--- config.mk ---
export PLATFORM = sky130hd
export DESIGN_NAME = wb_stage_flat
export DESIGN_NICKNAME = d
export VERILOG_FILES = /design/src/rtl/wb_stage_if.sv /design/src/rtl/wb_stage.sv /design/src/flat_wrapper.sv
export SDC_FILE = /design/constraint.sdc
export NUM_CORES = 1
export LEC_CHECK = 0
export BUFFER_PORTS_ARGS = -buffer_cell sky130_fd_sc_hd__buf_2
export CORE_MARGIN = 2
export CORE_UTILIZATION = 49
export DETAILED_ROUTE_END_ITERATION = 7
export PLACE_DENSITY = 0.86
export SYNTH_ARGS = -nofsm -noshare
export SYNTH_HDL_FRONTEND = slang
export SYNTH_SLANG_ARGS = --single-unit
export TNS_END_PERCENT = 5
--- constraint.sdc ---
create_clock -name clk -period 2.94 [get_ports clk]
set_input_delay 0.294 -clock clk [delete_from_list [all_inputs] [get_ports clk]]
set_output_delay 0.294 -clock clk [all_outputs]
set_load 0.01 [all_outputs]
--- src/rtl/wb_stage_if.sv ---
// wb_stage_if: MEM-side inputs, register-file write port, decode bypass and retire count of the writeback stage
interface wb_stage_if #(
  parameter int XLEN  = 32,
  parameter int RA_W  = 5,
  parameter int CNT_W = 64
);
  logic             stall;
  logic             flush;
  logic             in_valid;
  logic [RA_W-1:0]  in_rd;
  logic             in_ruWr;
  logic [1:0]       in_wbSrc;
  logic [XLEN-1:0]  in_aluRes;
  logic [XLEN-1:0]  in_dmData;
  logic [XLEN-1:0]  in_pcInc;
  logic [RA_W-1:0]  rs1;
  logic [RA_W-1:0]  rs2;
  logic [XLEN-1:0]  ruRs1_raw;
  logic [XLEN-1:0]  ruRs2_raw;
  logic [RA_W-1:0]  rd;
  logic [XLEN-1:0]  dataWr;
  logic             ruWr;
  logic [XLEN-1:0]  ruRs1_fwd;
  logic [XLEN-1:0]  ruRs2_fwd;
  logic             wb_valid;
  logic [CNT_W-1:0] instret;
  modport master (
    output stall, flush, in_valid, in_rd, in_ruWr, in_wbSrc, in_aluRes, in_dmData, in_pcInc,
           rs1, rs2, ruRs1_raw, ruRs2_raw,
    input  rd, dataWr, ruWr, ruRs1_fwd, ruRs2_fwd, wb_valid, instret
  );
  modport slave (
    input  stall, flush, in_valid, in_rd, in_ruWr, in_wbSrc, in_aluRes, in_dmData, in_pcInc,
           rs1, rs2, ruRs1_raw, ruRs2_raw,
    output rd, dataWr, ruWr, ruRs1_fwd, ruRs2_fwd, wb_valid, instret
  );
endinterface

--- src/rtl/wb_stage.sv ---
// wb_stage: MEM/WB register driving the register-file write port, write-through decode bypass, retire counter
module wb_stage #(
  parameter int XLEN  = 32,
  parameter int RA_W  = 5,
  parameter int CNT_W = 64
) (
  input logic      clk,
  input logic      rst_n,
  wb_stage_if.slave bus
);
  logic             validQ;
  logic             ruWrQ;
  logic [RA_W-1:0]  rdQ;
  logic [1:0]       wbSrcQ;
  logic [XLEN-1:0]  aluResQ;
  logic [XLEN-1:0]  dmDataQ;
  logic [XLEN-1:0]  pcIncQ;
  logic [CNT_W-1:0] instretQ;
  logic [XLEN-1:0]  dataWr;
  logic             ruWr;
  always_ff @(posedge clk or negedge rst_n)
    if (!rst_n) begin
      validQ   <= 1'b0;
      ruWrQ    <= 1'b0;
      rdQ      <= '0;
      wbSrcQ   <= '0;
      aluResQ  <= '0;
      dmDataQ  <= '0;
      pcIncQ   <= '0;
      instretQ <= '0;
    end else begin
      // the WB instruction retires whenever it leaves, including when a flush overrides a stall
      instretQ <= instretQ + CNT_W'(validQ & (~bus.stall | bus.flush));
      if (bus.flush)
        validQ <= 1'b0;
      else if (!bus.stall) begin
        validQ  <= bus.in_valid;
        ruWrQ   <= bus.in_ruWr;
        rdQ     <= bus.in_rd;
        wbSrcQ  <= bus.in_wbSrc;
        aluResQ <= bus.in_aluRes;
        dmDataQ <= bus.in_dmData;
        pcIncQ  <= bus.in_pcInc;
      end
    end
  always_comb begin
    dataWr = wbSrcQ == 2'b00 ? aluResQ : wbSrcQ == 2'b01 ? dmDataQ : wbSrcQ == 2'b10 ? pcIncQ : '0;
    ruWr   = validQ & ruWrQ & (rdQ != '0);
  end
  assign bus.rd        = rdQ;
  assign bus.dataWr    = dataWr;
  assign bus.ruWr      = ruWr;
  assign bus.wb_valid  = validQ;
  assign bus.instret   = instretQ;
  // registers_unit commits on the edge, so a same-cycle read of rd must see the data being written
  assign bus.ruRs1_fwd = bus.rs1 == '0 ? '0 : (ruWr && rdQ == bus.rs1) ? dataWr : bus.ruRs1_raw;
  assign bus.ruRs2_fwd = bus.rs2 == '0 ? '0 : (ruWr && rdQ == bus.rs2) ? dataWr : bus.ruRs2_raw;
endmodule

--- src/flat_wrapper.sv ---
// flat-port wrapper written by rule: the top's interface ports become plain ports
module wb_stage_flat 
#(
  parameter int XLEN  = 32,
  parameter int RA_W  = 5,
  parameter int CNT_W = 64
)
  (clk, rst_n, bus_stall, bus_flush, bus_in_valid, bus_in_rd, bus_in_ruWr, bus_in_wbSrc, bus_in_aluRes, bus_in_dmData, bus_in_pcInc, bus_rs1, bus_rs2, bus_ruRs1_raw, bus_ruRs2_raw, bus_rd, bus_dataWr, bus_ruWr, bus_ruRs1_fwd, bus_ruRs2_fwd, bus_wb_valid, bus_instret);
  wb_stage_if #(.XLEN(XLEN), .RA_W(RA_W), .CNT_W(CNT_W)) bus_i ();
  input logic clk;
  input logic rst_n;
  input wire logic [$bits(bus_i.stall)-1:0] bus_stall;
  input wire logic [$bits(bus_i.flush)-1:0] bus_flush;
  input wire logic [$bits(bus_i.in_valid)-1:0] bus_in_valid;
  input wire logic [$bits(bus_i.in_rd)-1:0] bus_in_rd;
  input wire logic [$bits(bus_i.in_ruWr)-1:0] bus_in_ruWr;
  input wire logic [$bits(bus_i.in_wbSrc)-1:0] bus_in_wbSrc;
  input wire logic [$bits(bus_i.in_aluRes)-1:0] bus_in_aluRes;
  input wire logic [$bits(bus_i.in_dmData)-1:0] bus_in_dmData;
  input wire logic [$bits(bus_i.in_pcInc)-1:0] bus_in_pcInc;
  input wire logic [$bits(bus_i.rs1)-1:0] bus_rs1;
  input wire logic [$bits(bus_i.rs2)-1:0] bus_rs2;
  input wire logic [$bits(bus_i.ruRs1_raw)-1:0] bus_ruRs1_raw;
  input wire logic [$bits(bus_i.ruRs2_raw)-1:0] bus_ruRs2_raw;
  output wire logic [$bits(bus_i.rd)-1:0] bus_rd;
  output wire logic [$bits(bus_i.dataWr)-1:0] bus_dataWr;
  output wire logic [$bits(bus_i.ruWr)-1:0] bus_ruWr;
  output wire logic [$bits(bus_i.ruRs1_fwd)-1:0] bus_ruRs1_fwd;
  output wire logic [$bits(bus_i.ruRs2_fwd)-1:0] bus_ruRs2_fwd;
  output wire logic [$bits(bus_i.wb_valid)-1:0] bus_wb_valid;
  output wire logic [$bits(bus_i.instret)-1:0] bus_instret;
  assign bus_i.stall = bus_stall;
  assign bus_i.flush = bus_flush;
  assign bus_i.in_valid = bus_in_valid;
  assign bus_i.in_rd = bus_in_rd;
  assign bus_i.in_ruWr = bus_in_ruWr;
  assign bus_i.in_wbSrc = bus_in_wbSrc;
  assign bus_i.in_aluRes = bus_in_aluRes;
  assign bus_i.in_dmData = bus_in_dmData;
  assign bus_i.in_pcInc = bus_in_pcInc;
  assign bus_i.rs1 = bus_rs1;
  assign bus_i.rs2 = bus_rs2;
  assign bus_i.ruRs1_raw = bus_ruRs1_raw;
  assign bus_i.ruRs2_raw = bus_ruRs2_raw;
  assign bus_rd = bus_i.rd;
  assign bus_dataWr = bus_i.dataWr;
  assign bus_ruWr = bus_i.ruWr;
  assign bus_ruRs1_fwd = bus_i.ruRs1_fwd;
  assign bus_ruRs2_fwd = bus_i.ruRs2_fwd;
  assign bus_wb_valid = bus_i.wb_valid;
  assign bus_instret = bus_i.instret;
  wb_stage #(.XLEN(XLEN), .RA_W(RA_W), .CNT_W(CNT_W)) u_core (.clk(clk), .rst_n(rst_n), .bus(bus_i));
endmodule
# --- Word-level counts from Yosys, hierarchy flattened ---
# Cells that the tools add are included.
classes:
  n_reduce_logical: 7
  n_bitwise: 7
  n_eq_ne: 5
  n_mux: 9
  n_addsub: 1
ops:
  columns: ["op", "count"]
  rows:
  - ["32-bit 2-to-1 mux", 7]
  - ["64-bit adder", 1]
  - ["1-bit by 64-bit bitwise AND with 64-bit output", 1]
  - ["1-bit NOT with 64-bit output", 1]
  - ["64-bit by 1-bit bitwise OR with 64-bit output", 1]
  - ["5-bit equality test", 2]
  - ["5-bit logical NOT", 2]
  - ["5-bit nonzero test", 1]
  - ["1-bit bitwise AND", 2]
  - ["2-bit by 1-bit equality test with 1-bit output, second input constant", 1]
  - ["2-bit equality test, second input constant", 1]
  - ["1-bit logical AND", 2]
  - ["2-bit logical NOT", 1]
  - ["1-bit 2-to-1 mux", 2]
  - ["2-bit by 1-bit inequality test with 1-bit output, second input constant", 1]
  - ["1-bit NOT", 2]
  - ["2-bit AND reduction", 1]
word_totals:
  output_inout_bits: 167
  reg_bits: 169
  input_bits: 183
  elab_cells: 37

# --- Longest topological paths before layout ---
# Gate-level depths: netlist of the first run.
depth:
  word_depth: 6
  ltp_mapped: 9
  depth_no_buf: 9

# --- Least setup slack after synthesis of the first run ---
# Ideal clock, no wire load.
synth_path:
  path_kind: "reg-to-reg"
  startpoint: "register u_core.validQ, in the netlist u_core.bus.wb_valid"
  endpoint: "register u_core.instretQ[54], in the netlist u_core.bus.instret[54]"
  required_ns: 2.860
  period_less_slack_ns: 2.310
  path_slack_ns: 0.630
  n_path_buf: 0
  t_arrival_ns: 2.231
  setup_ns: 0.080
  stages_incl_launch_ff: 9
  cell_sequence: "dfrtp_1 > a21boi_0 > ha_1 > ha_1 > nand4_1 > nor4_4 > or3b_4 > nor4_2 > xnor2_1"
synth_between:
  elab_chain_cells: 2
synth_lines:
  columns: ["element", "line", "rtl"]
  rows:
  - ["from (decl)", "wb_stage.sv:11", "logic validQ;"]
  - ["from (signal assigned)", "wb_stage.sv:37", "validQ <= bus.in_valid;"]
  - ["1-bit by 64-bit bitwise AND with 64-bit output", "wb_stage.sv:33", "instretQ <= instretQ + CNT_W'(validQ & (~bus.stall | bus.flush));"]
  - ["64-bit adder", "wb_stage.sv:33", null]
  - ["to (signal assigned)", "wb_stage.sv:33", null]
  - ["to (decl)", "wb_stage.sv:18", "logic [CNT_W-1:0] instretQ;"]
# Every way passes these cells.
# A chain may end at the register's enable or synchronous reset.

# --- Final worst setup path of the first run ---
layout_path:
  startpoint: "register u_core.rdQ[0], in the netlist u_core.bus.rd[0]"
  endpoint: "output bus_ruRs2_fwd[29]"
layout_between:
  elab_chain_cells: 5
  elab_cells_between_ends: 6
  cone_classes: "1 x eq/ne; 2 x mux; 1 x bitwise; 2 x reduce/logical"
layout_lines:
  columns: ["element", "line", "rtl"]
  rows:
  - ["from (decl)", "wb_stage.sv:13", "logic [RA_W-1:0] rdQ;"]
  - ["from (signal assigned)", "wb_stage.sv:39", "rdQ <= bus.in_rd;"]
  - ["5-bit nonzero test", "wb_stage.sv:48", "ruWr = validQ & ruWrQ & (rdQ != '0);"]
  - ["1-bit bitwise AND", "wb_stage.sv:48", null]
  - ["1-bit logical AND (*)", "wb_stage.sv:57", "assign bus.ruRs2_fwd = bus.rs2 == '0 ? '0 : (ruWr && rdQ == bus.rs2) ? dataWr : bus.ruRs2_raw;"]
  - ["32-bit 2-to-1 mux (*) (2 in series)", "wb_stage.sv:57", null]
  - ["to (decl)", "flat_wrapper.sv:29", "output wire logic [$bits(bus_i.ruRs2_fwd)-1:0] bus_ruRs2_fwd;"]
# Every way passes the cells marked *; elsewhere a longest branch is shown, timed or not.

==> reports/metrics.csv, run 1 <==
stage;metric;value;unit
status;run_status;finished, final reports clean;
sta;fmaxAchievable;0.356;GHz
sta;timing.final.setup_violations;0;
global_routing;antenna_violations_before_repair;9;
worst_setup_path;reg2reg_to;u_core.bus.instret[46]$_DFF_PN0_;
worst_setup_path;timing.critical_path.arrival;2520;ps
sta;min_period;2810;ps
routing;drtIter0Drc;463;
clocking;clock_tree.root_cell;clkbuf_16;
sta;report.final.hold_viol_count;0;
synthesis;ys_top_cells_by_count;169 x dfrtp_1, 124 x nor2_1, 104 x mux2_2;
pwr;seqPwrFrac;41.3;%
pwr;p_per_cell_area;576;nW/µm²
final_layout;post_route_cells_drive_above_1_share;47.3;%
synthesis;synth_top_cells_by_area;dfrtp_1 48%, mux2_2 13%, nor2_1 5.3%;
place;post_dp_cell_area;10900;µm²
synthesis;yosysTopAreaCellShare;47.9;%
worst_setup_path;critical_path.top_delay_family;simple AND/OR/NAND/NOR gates;
worst_setup_path;worstPathBufferInverterCount;2;
synthesis;post-synth-top-area-cell;dfrtp_1;
synthesis;synth_edf_count;0;
synthesis;yosysUniqueCellTypes;42;
pwr;switching_share;27.5;%
worst_setup_path;startpoint;u_core.bus.rd[0]$_DFFE_PN0P_;
floorplan;core-area;17800;µm²
pwr;power_frac_comb;20.7;%
synthesis;ffs_w_async_s_r_synth;100;%
pwr;p_int;4.86;mW
synthesis;synth.net_count;994;
floorplan;fp-row-count;49;
routing;post_drt_wl_per_cell;18.2;µm
routing;drt.antenna.violating_nets;0;
synthesis;post_synth_instance_area;8830;µm²
synthesis;yosys_warnings;0;
global_routing;grtUsageTotal;26.5;%
routing;via_count;7753;
floorplan;die_footprint;19100;µm²
synthesis;synth_cells;809;
clocking;clk_pin_slew_worst_paths;60;ps
synthesis;synthMostInstantiatedCell;dfrtp_1;
worst_setup_path;cp_cell_sequence;or4_1 -> o211ai_4 -> nor4_4 -> buf_12 -> a211oi_2 -> buf_2;
worst_setup_path;cp_max_delay_cell;or4_1;
final_layout;area_growth;31.8;%
worst_setup_path;crit-reg2reg-launch;u_core.bus.wb_valid$_DFFE_PN0N_;
synthesis;synth-seq-area-share;47.9;%
hold_path;min-delay-start;bus_flush;
final_layout;finish.utilization;65.2;%
clocking;tritoncts_clock_tree;done;
final_layout;final_non_filler_cell_area;11600;µm²
worst_setup_path;type_of_the_worst_setup_path;reg2out;
final_layout;fillCellCount;1405;
floorplan;die_w;138;µm
floorplan;pin_count;350;
global_routing;first_pass_grt_wire_length;40900;µm
worst_setup_path;worst_ep_required_time;2650;ps
floorplan;floorplan.initialDensity;49.5;%
final_layout;final_net_count;1336;
routing;firstDrtPassIters;5;
clocking;cts-root-to-sink-buffers;2;
final_layout;multiInputGateArea;4280;µm²
worst_setup_path;timing.reg2reg.setup_slack;250;ps
routing;post-route-drc-count;0;
clocking;clkLatencyLatePin;420;ps
final_layout;seqCellArea;4230;µm²
synthesis;syn_area_per_cell;10.9;µm²
pwr;p_clk_share;38.0;%
pwr;p_switching;1.84;mW
place;dp_hpwl;18900;µm
place;numPortBuffers;349;
pwr;leakagePower;5.75;nW
synthesis;top_ff_cell_synth;dfrtp_1;
worst_setup_path;timing.critical_path.slowest_cell_delay;590;ps
sta;post_route_worst_hold_slack;94.8;ps
routing;detail_routed_via_count_per_cell;5.53;
pwr;ir_drop;0.397;mV
global_routing;first_global_vias;7636;
synthesis;synth_seq_cells;169;
sta;finClkSkew;6.72;ps
global_routing;grt-ovfl-total;0;
sta;final_period_utilization;95.6;%
clocking;cts_buffers;17;
worst_setup_path;critical_path_depth;6;
worst_setup_path;rr_worst_depth;8;
sta;drv_slew;0;
worst_setup_path;worst-path-max-fanout;64;
clocking;cts.htree.levels;4;
floorplan;floorplan.die.height;138;µm
hold_path;hp-class;in2reg;
worst_setup_path;worst_setup_path_endpoint;bus_ruRs2_fwd[29];
sta;maxSlewHeadroom;44.1;%
place;final_gp_congestion;0.905;
sta;setup_tns;0;ps
job;maxCapViolations;0;
routing;routed_wl;25600;µm
worst_setup_path;worstSetupStartpointType;flop;
sta;max_slew.worst_pin.slew;838;ps
clocking;clock_sinks;169;
global_routing;grt_start_max_net_pins;105;
worst_setup_path;critical_path.endpoint_type;output port;
metrics by stage:
step	setup slack, ps	power [mW]	std cells
floorplan	630	3.55	809
global placement	404	4.13	1359
detailed placement	291	4.18	1359
CTS	99.5	6.74	1393
global route	-53.2	7.00	1398
finish	130	6.70	1401
timing repair:
action,in CTS,in global routing
hold endpoints to repair,64,0
setup buffers,1,0
hold buffers,1,0
endpoints found under the setup margin,25,14
pin swaps,1,0
gates resized for setup,0,2
cloned,0,0
sequential cells by signal (all words and copies together) (netlist names):
| register | cells |
|---|---|
| u_core.bus.instret | 64 |
| u_core.bus.wb_valid | 1 |
| u_core.pcIncQ | 32 |
| u_core.wbSrcQ | 2 |
| u_core.aluResQ | 32 |
| u_core.dmDataQ | 32 |
| u_core.bus.rd | 5 |
| u_core.ruWrQ | 1 |
cell usage in the layout (no fill, tap or decap), drive strengths merged, types with 6 or more instances in the layout:
cell    count
dfrtp     169
and3        8
mux2      104
a21oi      32
mux2i      33
clkbuf     21
a211oi     64
nand4      27
buf       365
nand3      29
nor3       13
inv        45
xor2       24
nor4       10
nand2      16
nor2      124
xnor2      48
diode       8
bufinv      6
how the worst min path moves through the flow:
stage | depth (start not counted) | to | slack [ps]
finish | 2 | u_core.bus.wb_valid$_DFFE_PN0N_ | 90
global route | 2 | u_core.bus.wb_valid$_DFFE_PN0N_ | 80
CTS | 2 | u_core.bus.wb_valid$_DFFE_PN0N_ | 80
detailed placement | 1 | u_core.bus.instret[56]$_DFF_PN0_ | 420
global placement | 1 | u_core.bus.instret[57]$_DFF_PN0_ | 430
floorplan | 0 | u_core.aluResQ[0]$_DFFE_PN0P_ | -2
power groups by stage:
stage	Combinational [mW]	Sequential [mW]	Clock [mW]
after floorplan	0.790	2.76	0
after global placement	1.34	2.78	0
after detailed placement	1.38	2.80	0
after CTS	1.39	2.76	2.59
after global routing	1.51	2.80	2.70
final	1.38	2.77	2.54
metal layers:
| layer | up-vias | GRT usage [%] | part of all wire (%) |
|---|---|---|---|
| li1 | 3529 | - | - |
| met1 | 3744 | 33.8 | 40 |
| met2 | 398 | 43.9 | 48 |
| met3 | 80 | 6.03 | 7.9 |
| met4 | 2 | 11.0 | 3.5 |
| met5 | - | 0 | 0.051 |
cell type report:
cell class	instances	area share, %
sequential	169	36.4
clock buffer	21	3.96
timing repair buffer	366	16.9
antenna	8	0.172
clock inverter	11	1.86
inverter	44	1.42
tap	229	2.46
multi-input combinational	553	36.8
kinds of logic (layout without fill, tap and decap cells):
family | count (synthesis) | after routing | synth area share, %
simple gates | 244 | 244 | 14.5
flops | 169 | 169 | 47.9
mux | 137 | 137 | 17.0
compound gates | 98 | 98 | 9.07
buf+inv | 87 | 442 | 4.03
xor+xnor | 72 | 72 | 7.14
fa+ha+maj | 2 | 2 | 0.283
other cells | 0 | 8 | 0
Note: power is estimated with default switching activity, not from simulation.
==> run 2, diff against run 1 <==
--- a/config.mk
+++ b/config.mk
@@ -9,7 +9,8 @@
 export CORE_MARGIN = 2
 export CORE_UTILIZATION = 49
 export DETAILED_ROUTE_END_ITERATION = 7
-export PLACE_DENSITY = 0.86
+export PLACE_DENSITY = 0.82
+export SKIP_LAST_GASP = 1
 export SYNTH_ARGS = -nofsm -noshare
 export SYNTH_HDL_FRONTEND = slang
 export SYNTH_SLANG_ARGS = --single-unit
==> run 2 against run 1 <==
  * Sequential power about the same
  * Critical path depth unchanged
  * Global-route usage up 0.40 points
  * Cell area down 0.48%
  * Highest routed layer unchanged
  * Die area unchanged
  * Register-to-register slack better by 30 ps
  * Critical endpoint is now bus_ruRs1_fwd[3]
  * Worst setup slack worse by 40 ps
  * Clock-buffer cell count down 2
  * Clock skew up 0.82 ps
  * Wire length up 2.3%
  * Maximum frequency down 1.4%
  * Largest power group unchanged
==> reports/metrics.csv, run 2 (same netlist as run 1, synthesis figures left out) <==
stage;metric;value;unit
floorplan;fp-row-count;49;
global_routing;grt-ovfl-total;0;
floorplan;core-area;17800;µm²
pwr;leakagePower;5.74;nW
worst_setup_path;worstSetupStartpointType;flop;
hold_path;min-delay-start;bus_flush;
global_routing;grt_start_max_net_pins;105;
floorplan;die_footprint;19100;µm²
worst_setup_path;worst-path-max-fanout;58;
final_layout;layout.cells.most_common_list;348 x buf_2, 168 x dfrtp_1, 121 x nor2_1;
routing;post-route-drc-count;0;
clocking;clock_tree.root_cell;clkbuf_16;
floorplan;pin_count;350;
worst_setup_path;rr_worst_depth;8;
routing;detail_routed_via_count_per_cell;5.53;
place;final_gp_congestion;0.882;
clocking;clkLatencyLatePin;420;ps
final_layout;area_growth;31.1;%
routing;via_count;7692;
place;post_dp_cell_area;10900;µm²
final_layout;final_net_count;1335;
sta;maxSlewHeadroom;47.5;%
global_routing;first_pass_grt_wire_length;40900;µm
global_routing;grt_busiest_layer;met2;
clocking;cts_buffers;17;
sta;report.final.hold_viol_count;0;
global_routing;gr-usage-met3;5.37;%
routing;routed_wl;26200;µm
sta;finClkSkew;7.54;ps
worst_setup_path;crit-reg2reg-launch;u_core.bus.wb_valid$_DFFE_PN0N_;
sta;timing.final.setup_violations;0;
final_layout;final_non_filler_cell_area;11600;µm²
sta;drv_slew;0;
pwr;ir_drop;0.390;mV
clocking;tritoncts_clock_tree;done;
floorplan;floorplan.initialDensity;49.5;%
place;numPortBuffers;349;
pwr;p_per_cell_area;581;nW/µm²
routing;firstDrtPassIters;5;
clocking;cts.htree.levels;4;
routing;drtIter0Drc;529;
worst_setup_path;reg2reg_to;u_core.bus.instret[54]$_DFF_PN0_;
hold_path;hp-class;in2reg;
global_routing;first_global_vias;7480;
global_routing;antenna_violations_before_repair;2;
sta;final_worst_slack;90.1;ps
worst_setup_path;worst_setup_path_endpoint;bus_ruRs1_fwd[3];
global_routing;grtUsageTotal;26.9;%
sta;unrepaired_setup_endpoints_after_global_routing;yes;
worst_setup_path;critical_path.endpoint_type;output port;
final_layout;largest_register_ffs;64;
routing;post_drt_wl_per_cell;18.8;µm
worst_setup_path;worst_ep_required_time;2650;ps
sta;setup_tns;0;ps
worst_setup_path;timing.reg2reg.setup_slack;280;ps
final_layout;most_common_cell_after_layout_fill_and_taps_aside;buf_2;
sta;fmaxAchievable;0.351;GHz
final_layout;post_route_cells_drive_above_1_share;47.4;%
place;dpl.cell_count;1358;
global_routing;grtUsageMet1;35.6;%
final_layout;instances_no_fill;1392;
worst_setup_path;type_of_the_worst_setup_path;reg2out;
floorplan;die_w;138;µm
global_routing;gr-usage-met2;44.0;%
clocking;cts-root-to-sink-buffers;2;
sta;min_period;2850;ps
place;place_worst_setup_slack;338;ps
place;dp_hpwl;19400;µm
final_layout;antenna_cells_inserted;0;
floorplan;floorplan.die.height;138;µm
routing;drt.antenna.violating_nets;0;
sta;max_slew.worst_pin.slew;785;ps
status;run_status;finished, final reports clean;
worst_setup_path;startpoint;u_core.bus.rd[0]$_DFFE_PN0P_;
clocking;clk_pin_slew_worst_paths;60;ps
job;maxCapViolations;0;
clocking;clock_sinks;169;
sta;post_route_worst_hold_slack;88.1;ps
sta;final_period_utilization;96.9;%
worst_setup_path;timing.critical_path.arrival;2560;ps
[run 2: changes by cell type in the layout (fill, tap and decap cells not counted), moves of 2 or more]
cell and delta:
buf_12 -3, buf_4 +2, diode_2 -8, inv_6 +3
[run 2: where the power goes]
group / switching [mW] / internal, mW / leakage, nW
clock network: 0.939 / 1.63 / 0.333
logic: 0.747 / 0.632 / 3.31
registers: 0.200 / 2.57 / 2.09
total: 1.89 / 4.83 / 5.74
[run 2: how the worst min path moves through the flow]
stage / slack (ps) / endpoint / cells past startpoint
after global routing: 90 / u_core.aluResQ[29]$_DFFE_PN0P_ / 2
after floorplan: -2 / u_core.aluResQ[0]$_DFFE_PN0P_ / 0
after CTS: 70 / u_core.bus.wb_valid$_DFFE_PN0N_ / 2
after global placement: 330 / u_core.dmDataQ[23]$_DFFE_PN0P_ / 1
final: 90 / u_core.bus.wb_valid$_DFFE_PN0N_ / 2
after detailed placement: 340 / u_core.dmDataQ[23]$_DFFE_PN0P_ / 1
[run 2: what timing repair did]
action | in CTS | in global routing
setup buffers | 1 | 0
endpoints found under the hold margin | 65 | 0
gates resized for setup | 0 | 2
pin swaps | 1 | 0
hold buffers | 1 | 0
endpoints found under the setup margin | 2 | 11
[run 2: worst max-delay path: stages, from the launching register on]
cell	delay, ps
dfrtp_1	440
or4_1	610
o211ai_4	290
nor4_4	80
buf_12	190
a211oi_1	320
buf_2	190
[run 2: through the flow]
stage / power (mW) / util (%)
final: 6.72 / 64.9
after global routing: 7.00 / 64.9
after CTS: 6.75 / 64.8
after detailed placement: 4.18 / 60.9
after global placement: 4.13 / 60.9
after floorplan: 3.55 / -
[run 2: routing by layer]
metal | vias up | wire length (µm)
li1 | 3519 | -
met3 | 57 | 1770
met5 | - | 21
met1 | 3752 | 10800
met2 | 360 | 12800
met4 | 4 | 776
[run 2: final cells by class]
type / instances / area, µm²
fill: 1402 / 6270
inverter: 44 / 165
multi-input combinational: 553 / 4290
sequential: 169 / 4230
tap: 229 / 287
clock inverter: 13 / 238
clock buffer: 19 / 443
timing repair buffer: 365 / 1930
